[src/rtl/trans_matrix_loader.sv]
// trans_matrix_loader: streams an N x N fixed-point transition matrix
// (row-major, valid/ready) into a register array that drives the
// stationary-state solver directly.
// Optional feature: define ROW_SUM_CHECK_EN to build the row-sum checker,
// which flags any row whose sum is further than ROW_SUM_TOL LSBs from 1.0.
// Without it, row_err is tied low and no accumulator is built.
// Parameter defaults match the project-wide definitions (16-bit entries,
// 8 fractional bits).
//
// state | meaning
// LOAD  | accepting entries, trans is partial
// DONE  | full matrix held, trans_valid high, input ignored

module trans_matrix_loader #(
  parameter int DATA_PREC      = 16,
  parameter int HIDDEN_STATES  = 4,
  parameter int RIGHT_DEC_BITS = 8,
  parameter int ROW_SUM_TOL    = 1
) (
  input  logic                                                 clk,
  input  logic                                                 rst,
  input  logic                                                 in_valid,
  input  logic [DATA_PREC-1:0]                                 in_data,
  output logic                                                 in_ready,
  input  logic                                                 reload,
  output logic [HIDDEN_STATES-1:0][HIDDEN_STATES-1:0][DATA_PREC-1:0] trans,
  output logic                                                 trans_valid,
  output logic                                                 row_err
);

  localparam int RC_W = $clog2(HIDDEN_STATES);
  localparam logic [RC_W-1:0] LAST = RC_W'(HIDDEN_STATES - 1);

  // N below 2, a negative tolerance, or 1.0 not fitting the row-sum width
  // would make the loader meaningless; stop at elaboration instead.
  if (HIDDEN_STATES < 2 || ROW_SUM_TOL < 0 ||
      RIGHT_DEC_BITS >= DATA_PREC + $clog2(HIDDEN_STATES)) begin : g_bad_params
    $error("trans_matrix_loader: illegal parameter combination");
  end

  typedef enum logic {LOAD = 1'b0, DONE = 1'b1} state_t;

  state_t          state, state_n;
  logic [RC_W-1:0] row, col;
  logic            accept;
  logic            last_entry;

  assign accept     = in_valid && in_ready;
  assign last_entry = (row == LAST) && (col == LAST);

  // State register
  always_ff @(posedge clk or posedge rst) begin
    if (rst) state <= LOAD;
    else     state <= state_n;
  end

  // Next state: reload always returns to LOAD; the final entry completes the matrix
  always_comb begin
    state_n = state;
    if (reload)
      state_n = LOAD;
    else if (state == LOAD && accept && last_entry)
      state_n = DONE;
  end

  // Outputs decoded from state; reload blocks acceptance in the same cycle
  always_comb begin
    in_ready    = (state == LOAD) && !reload;
    trans_valid = (state == DONE);
  end

  // Row/column write pointer, row-major with wrap
  always_ff @(posedge clk or posedge rst) begin
    if (rst) begin
      row <= '0;
      col <= '0;
    end else if (reload) begin
      row <= '0;
      col <= '0;
    end else if (accept) begin
      if (col == LAST) begin
        col <= '0;
        row <= (row == LAST) ? '0 : row + 1'b1;
      end else begin
        col <= col + 1'b1;
      end
    end
  end

  // Matrix storage; reload keeps old contents until they are overwritten
  always_ff @(posedge clk or posedge rst) begin
    if (rst)
      trans <= '0;
    else if (accept)
      trans[row][col] <= in_data;
  end

`ifdef ROW_SUM_CHECK_EN
  localparam int ACC_W = DATA_PREC + $clog2(HIDDEN_STATES);
  localparam logic [ACC_W:0] ONE = (ACC_W + 1)'(1) << RIGHT_DEC_BITS;
  localparam logic [ACC_W:0] TOL = (ACC_W + 1)'(ROW_SUM_TOL);

  logic [ACC_W-1:0] acc;
  logic [ACC_W:0]   row_sum;
  logic [ACC_W:0]   err_mag;
  logic             row_bad;

  // Sum including the entry being accepted, so the last entry is judged on its own edge
  always_comb begin
    row_sum = {1'b0, acc} + (ACC_W + 1)'(in_data);
    err_mag = (row_sum >= ONE) ? (row_sum - ONE) : (ONE - row_sum);
    row_bad = (err_mag > TOL);
  end

  // Per-row accumulator and sticky error flag
  always_ff @(posedge clk or posedge rst) begin
    if (rst) begin
      acc     <= '0;
      row_err <= 1'b0;
    end else if (reload) begin
      acc     <= '0;
      row_err <= 1'b0;
    end else if (accept) begin
      if (col == LAST) begin
        acc <= '0;
        if (row_bad) row_err <= 1'b1;
      end else begin
        acc <= row_sum[ACC_W-1:0];
      end
    end
  end
`else
  assign row_err = 1'b0;
`endif

endmodule

[config.mk]
export PLATFORM = sky130hd
export DESIGN_NAME = trans_matrix_loader
export DESIGN_NICKNAME = d
export VERILOG_FILES = /design/src/rtl/trans_matrix_loader.sv
export SDC_FILE = /design/constraint.sdc
export NUM_CORES = 1
export LEC_CHECK = 0
export ABC_CLOCK_PERIOD_IN_PS = 10600
export CORE_MARGIN = 3
export CORE_UTILIZATION = 44
export CTS_CLUSTER_SIZE = 28
export DETAILED_ROUTE_END_ITERATION = 10
export PLACE_DENSITY = 0.77
export SYNTH_ARGS = -nofsm -noshare
export SYNTH_HDL_FRONTEND = slang
export SYNTH_SLANG_ARGS = --single-unit
[constraint.sdc]
create_clock -name clk -period 10.6 [get_ports clk]
set_input_delay 3.18 -clock clk [delete_from_list [all_inputs] [get_ports clk]]
set_output_delay 3.18 -clock clk [all_outputs]
set_load 0.05 [all_outputs]
Yosys cells after proc, flatten, opt, wreduce, memory -nomap -nowiden --
Cells that the tools add are included. W data, S select, Z words.
Storage, ports and cells: register bits after elaboration 261, logic and storage cells 54
Cells by class: add/sub/neg operators 2, $lt $le $gt $ge 4, equal/unequal tests 2, multiplexer cells 14, bitwise gates (word level) 1, reduce and logical (&&, ||, !) cells 12
Operators with widths (number):
- $bwmux W256 | 1
- $demux W64 S2 | 1
- $mux W64 | 1
- $demux W16 S2 | 1
- $mux W16 | 1
- $mux W2 | 7
- $logic_and A1 B1 Y1 | 7
- $lt A2 B3 Y1 const B | 2
- $reduce_bool A2 Y1 | 3
- $add A2 B1 Y2 const B | 2
- $eq A2 B2 Y1 const B | 2
- $ge A2 B1 Y1 const B | 2
- $mux W1 | 2
- $reduce_and A2 Y1 | 1
- $logic_not A1 Y1 | 1
- $not A1 Y1 | 1

Depth between registers and ports, before layout --
Gate-level depths: netlist (run 1).
depth after elaboration 7, depth in mapped cells 6, mapped depth without buffers 5

Worst setup path before layout (run 1) --
OpenSTA, ideal clock, no wires.
kind input -> output, start point input port reload, end point output port in_ready, arrival time 3612 ps, path slack 3808 ps, stages 2, cells stage by stage buf_6 -> nor2_4
On the way: longest elaborated chain between the ends 2
Ends and longest elaborated chain:
- start, declared | line 25 | input logic reload,
- $logic_not A1 Y1 | line 68 | in_ready = (state == LOAD) && !reload;
- $logic_and A1 B1 Y1 | line 68
- end, declared | line 24 | output logic in_ready,
No other way between the ends.

Final worst setup path (run 1) --
Ends and elaborated chain as after synthesis.

==> flow_metrics.env, run 1 <==
export IMPL_vias=6034
export IMPL_yosysSeqAreaShare_pct=63.9
export IMPL_synth_largest_area_cell="dfrtp_1"
export IMPL_cts_hold_fix_buffers=0
export IMPL_start_util_pct=45.0
export IMPL_syn_cell_area_sq_um=10200
export IMPL_r2r_cells=4
export IMPL_status="finished clean"
export IMPL_multiInputGateArea_sq_um=3450
export IMPL_fillers=1687
export IMPL_cts_root_buf="clkbuf_16"
export IMPL_syn_area_per_cell_sq_um=16.9
export IMPL_leakagePower_nw=6.70
export IMPL_cp_arrival_ns=4.84
export IMPL_setup_tns_ns=0
export IMPL_combPwrFrac_pct=21.7
export IMPL_hold_viol_final=0
export IMPL_ys_types=25
export IMPL_layout_commonest_cell="clkdlybuf4s50_1"
export IMPL_clock_skew_ns=0.0101
export IMPL_slew_headroom_pct=32.0
export IMPL_holdPathStages=1
export IMPL_drt_iter0_markers=176
export IMPL_clk_path_buf_depth=3
export IMPL_drv_slew=0
export IMPL_fp_coreArea_sq_um=22700
export IMPL_grt_use_total_pct=19.4
export IMPL_crit_path_max_fanout=10
export IMPL_wl_um=24800
export IMPL_ys_ff_latch=261
export IMPL_p_total_mw=2.66
export IMPL_dieArea_sq_um=25100
export IMPL_powerDensity_nw_per_um2=189
export IMPL_max_cap_viol_count=0
export IMPL_ctsHtreeMaxLevel=1
export IMPL_post_cts_buffers=0
export IMPL_num_rows=55
export IMPL_syn_inst=606
export IMPL_dieHeight_um=158
export IMPL_cp_required_ns=7.42
export IMPL_vias_per_cell=5.09
export IMPL_drc=0
export IMPL_fmax_ghz=0.125
export IMPL_worst_pin_slew_ns=1.01
export IMPL_drive_gt1_share_pct=35.6
export IMPL_rsz0062_at_grt="no"
export IMPL_cts_tree="built"
export IMPL_die_x_um=158
export IMPL_routedWlPerCell_um=20.9
export IMPL_critPathLaunch="reload"
export IMPL_drtPass1Iterations=4
export IMPL_stdcell_count=1186
export IMPL_fin_crit_ns=8.02
export IMPL_place_hpwl_um=17200
export IMPL_power_switching_mw=0.804
export IMPL_start_kind="input pin"
export IMPL_synth_nets=634
export IMPL_cts_sink_count=261
export IMPL_detail_route_antenna_nets=0
export IMPL_crit_type="input pin to output pin"
export IMPL_placedCellCount=1134
export IMPL_p_seq_share_pct=41.9
export IMPL_ios=279
export IMPL_power_internal_mw=1.86
export IMPL_critPathCaptureType="output pin"
export IMPL_antenna_found_initial=0
export IMPL_synth_top_cells_by_area="dfrtp_1 64%, mux2_2 24%, mux2_4 5.0%"
export IMPL_port_buffers=277
export IMPL_fin_crit_sh_pct=75.7
export IMPL_synth_top_cell_area_share_pct=63.9
export IMPL_ir_worst_vdd_mv=0.126
export IMPL_regArea_sq_um=6530
export IMPL_first_global_vias=6377
export IMPL_pwr_share_clk_pct=36.4
export IMPL_r2r_start="col[0]"
export IMPL_cts_resized=0
export IMPL_overflow=0
export IMPL_hp_start="trans[51]"
export IMPL_setup_viol=0
export IMPL_num_antenna_cells=0
export IMPL_fin_hold_ws_ns=0.502
export IMPL_cts_inserted_buffers=28
export IMPL_clk_pin_slew_worst_paths_ns=0.06
export IMPL_nets=907
export IMPL_swShare_pct=30.2
export IMPL_grt_max_degree=125
export IMPL_grt_pass1_wl_um=37800
export IMPL_hold_class="flop to flop"
export IMPL_final_util_pct=62.1
export IMPL_gp_congestion=0.792
export IMPL_yosys_warnings=0
export IMPL_layout_common_cells="277 x clkdlybuf4s50_1, 261 x dfrtp_1, 221 x mux2_2"
export IMPL_clk_latency_ns=0.52
export IMPL_syn2layout_area_growth_pct=37.9
-- worst paths after layout --
path                               to  slack [ns]
max in group asynchronous  trans[252]        5.93
min in group asynchronous   trans[24]        3.20
min                         trans[51]        0.50
max reg2reg                trans[246]        8.16
min reg2reg                 trans[51]        0.50
max                          in_ready        2.58
-- routing by layer --
layer / part of all wire (%) / up-vias / track usage [%]
li1: - / 2677 / -
met1: 41 / 3130 / 24.9
met2: 50 / 190 / 33.1
met3: 7.0 / 37 / 5.33
met4: 2.0 / 0 / 3.97
met5: 0 / - / 0
-- cells by family (layout without fill, tap and decap cells) --
logic type / Yosys count / count (layout) / synth area share, %
fa+ha+maj: 8 / 8 / 0.979
mux: 258 / 258 / 29.6
simple gates: 33 / 33 / 2.84
buf+inv: 42 / 337 / 2.46
compound gates: 3 / 3 / 0.147
other cells: 1 / 1 / 0.0367
flops: 261 / 261 / 63.9
-- worst max-delay path: stages --
cell and delay [ns]:
clkdlybuf4s50_1 0.60, nor2_4 0.22, clkdlybuf4s50_1 0.83
-- power by group through the flow --
stage | registers [mW] | logic, mW | clock network, mW
after floorplan | 1.40 | 0.107 | 0
after global placement | 1.13 | 0.578 | 0
after detailed placement | 1.13 | 0.582 | 0
after CTS | 1.11 | 0.584 | 0.993
after global routing | 1.12 | 0.600 | 1.03
final | 1.11 | 0.578 | 0.968
-- per-stage QoR --
stage,area [sq um],setup slack [ns]
after global placement,13200,2.60
after global routing,14100,2.50
final,14100,2.58
after detailed placement,13200,2.58
after CTS,14100,2.57
after floorplan,10200,0.236
-- registers in the layout (all words and copies together), names as in the netlist --
| register | cells |
|---|---|
| trans | 256 |
| row | 2 |
| trans_valid | 1 |
| col | 2 |
-- synthesized netlist by cell type, drive strengths merged --
cell and instances:
nand4 3, nor2 13, clkbuf 16, dfrtp 261, nand3b 4, a21oi 2
conb 1, inv 6, nand2b 3, mux2 256, nor4bb 1, ha 8
buf 20, mux2i 2, o21ai 1, nand3 1, nor2b 1, nand2 6
or3 1
-- layout make-up --
class | instances | share of cell area, %
multi-input combinational | 303 | 24.5
clock buffer | 45 | 6.22
inverter | 6 | 0.213
clock inverter | 7 | 0.462
timing repair buffer | 279 | 19.8
tap | 285 | 2.53
sequential | 261 | 46.3
(Power assumes the default switching activity.)
==> inputs of run 2 (changes only) <==
--- a/config.mk
+++ b/config.mk
@@ -5,7 +5,7 @@
 export SDC_FILE = /design/constraint.sdc
 export NUM_CORES = 1
 export LEC_CHECK = 0
-export ABC_CLOCK_PERIOD_IN_PS = 10600
+export ABC_CLOCK_PERIOD_IN_PS = 7100
 export CORE_MARGIN = 3
 export CORE_UTILIZATION = 44
 export CTS_CLUSTER_SIZE = 28
==> constraint.sdc (replaced) <==
create_clock -name clk -period 7.1 [get_ports clk]
set_input_delay 2.13 -clock clk [delete_from_list [all_inputs] [get_ports clk]]
set_output_delay 2.13 -clock clk [all_outputs]
set_load 0.05 [all_outputs]
==> run 2 against run 1 <==
  * Critical path depth is the same
  * Non-clock buffer count grew 1
  * Total power grew 53%
  * Global-route usage is essentially flat
  * Sequential power grew 50%
  * Utilization grew 0.29 points
==> flow_metrics.env, run 2 (synthesis gave the netlist of run 1 again) <==
export IMPL_status="finished clean"
export IMPL_largest_reg_flops=256
export IMPL_drv_slew=0
export IMPL_fmax_ghz=0.168
export IMPL_drive_gt1_share_pct=35.7
export IMPL_crit_top_cell="clkdlybuf4s50_1"
export IMPL_grt_max_degree=158
export IMPL_die_x_um=158
export IMPL_drtPass1Iterations=4
export IMPL_grt_use_total_pct=19.3
export IMPL_cts_root_buf="clkbuf_16"
export IMPL_start_kind="input pin"
export IMPL_critPathSlowestCell="clkdlybuf4s50_1"
export IMPL_rsz0062_at_grt="no"
export IMPL_worst_pin_slew_ns=0.988
export IMPL_setup_tns_ns=0
export IMPL_dpl_instance_area_sq_um=13200
export IMPL_fin_crit_sh_pct=83.8
export IMPL_vias_per_cell=5.08
export IMPL_cp_arrival_ns=3.82
export IMPL_ios=279
export IMPL_routedWlPerCell_um=20.8
export IMPL_powerDensity_nw_per_um2=287
export IMPL_slew_headroom_pct=33.2
export IMPL_stdcell_area_sq_um=14200
export IMPL_fillers=1734
export IMPL_vias=6021
export IMPL_cp_required_ns=4.97
export IMPL_cts_tree="built"
export IMPL_clk_pin_slew_worst_paths_ns=0.06
export IMPL_setup_viol=0
export IMPL_layout_commonest_cell="clkdlybuf4s50_1"
export IMPL_nets=908
export IMPL_start_util_pct=45.0
export IMPL_first_global_vias=6371
export IMPL_drt_iter0_markers=207
export IMPL_cts_hold_fix_buffers=0
export IMPL_clk_path_buf_depth=3
export IMPL_fin_crit_ns=5.95
export IMPL_crit_path_max_fanout=10
export IMPL_critPathCaptureType="output pin"
export IMPL_cts_inserted_buffers=28
export IMPL_final_util_pct=62.3
export IMPL_wl_um=24700
export IMPL_gp_congestion=0.765
export IMPL_critPathBufInv=2
export IMPL_num_rows=55
export IMPL_grt_pass1_wl_um=37700
export IMPL_dieArea_sq_um=25100
export IMPL_antenna_found_initial=0
export IMPL_cp_top_family="buffers and inverters"
export IMPL_ctsHtreeMaxLevel=1
export IMPL_post_cts_buffers=0
export IMPL_max_cap_viol_count=0
export IMPL_leakagePower_nw=6.73
export IMPL_clk_latency_ns=0.53
export IMPL_overflow=0
export IMPL_layout_common_cells="277 x clkdlybuf4s50_1, 261 x dfrtp_1, 221 x mux2_2"
export IMPL_reg_top3="trans: 256 flops, col: 2 flops, row: 2 flops"
export IMPL_hold_class="flop to flop"
export IMPL_worstPathCellList="clkdlybuf4s50_1, nor2_4, clkdlybuf4s50_1"
export IMPL_place_hpwl_um=17000
export IMPL_hold_viol_final=0
export IMPL_dieHeight_um=158
export IMPL_drc=0
export IMPL_detail_route_antenna_nets=0
export IMPL_crit_type="input pin to output pin"
export IMPL_fp_coreArea_sq_um=22700
export IMPL_cts_resized=0
export IMPL_cp_slowest_stage_delay_ns=0.84
export IMPL_syn2layout_area_growth_pct=38.5
export IMPL_ir_worst_vdd_mv=0.185
export IMPL_cts_sink_count=261
export IMPL_num_antenna_cells=0
export IMPL_clock_skew_ns=0.0143
export IMPL_port_buffers=277
export IMPL_largest_register="trans"
==> run 2: layout make-up <==
type / instances / area (sq um) / share of cell area (%)
Multi-Input combinational cell: 303 / 3450 / 24.3
Clock buffer: 42 / 845 / 5.97
Timing Repair Buffer: 280 / 2810 / 19.8
Clock inverter: 9 / 145 / 1.03
Inverter: 6 / 26.3 / 0.186
Sequential cell: 261 / 6530 / 46.1
Tap cell: 285 / 357 / 2.52
==> run 2: stage by stage <==
step	power [mW]	std cells	hold slack (ns)	setup slack, ns
detailed placement	2.56	1135	0.483	1.15
global route	4.20	1186	0.497	1.09
global placement	2.55	1135	0.469	1.20
finish	4.06	1186	0.490	1.15
floorplan	2.25	606	0.538	1.53
CTS	4.10	1186	0.492	1.15
==> run 2: routing by layer <==
metal	wire length [um]	track usage [%]
met4	352	3.32
met5	0	0
met2	12000	32.4
met3	1760	5.68
met1	10500	25.6
==> run 2: path summary, 6_finish.rpt <==
path | startpoint | endpoint | slack, ns | cells past startpoint
worst min-delay path | trans[172] | trans[172] | 0.49 | 1
max in group asynchronous | rst | trans[71] | 3.77 | 4
worst max-delay path | reload | in_ready | 1.15 | 3
min in group asynchronous | rst | trans[93] | 2.16 | 3
worst min register to register | trans[172] | trans[172] | 0.49 | 1
worst max register to register | col[0] | trans[116] | 4.65 | 4
==> run 2: report_power, final <==
part / switching [mW] / total (mW) / leakage, nW / internal, mW
combinational: 0.574 / 0.866 / 2.69 / 0.292
clock: 0.566 / 1.53 / 0.491 / 0.961
sequential: 0.0607 / 1.66 / 3.55 / 1.60
==> run 2: worst reg2reg max path: stages, from the launching register on <==
cell,delay [ns]
dfrtp_1,0.42
ha_1,0.23
nor4bb_2,0.89
nand2_4,0.38
mux2_4,0.41
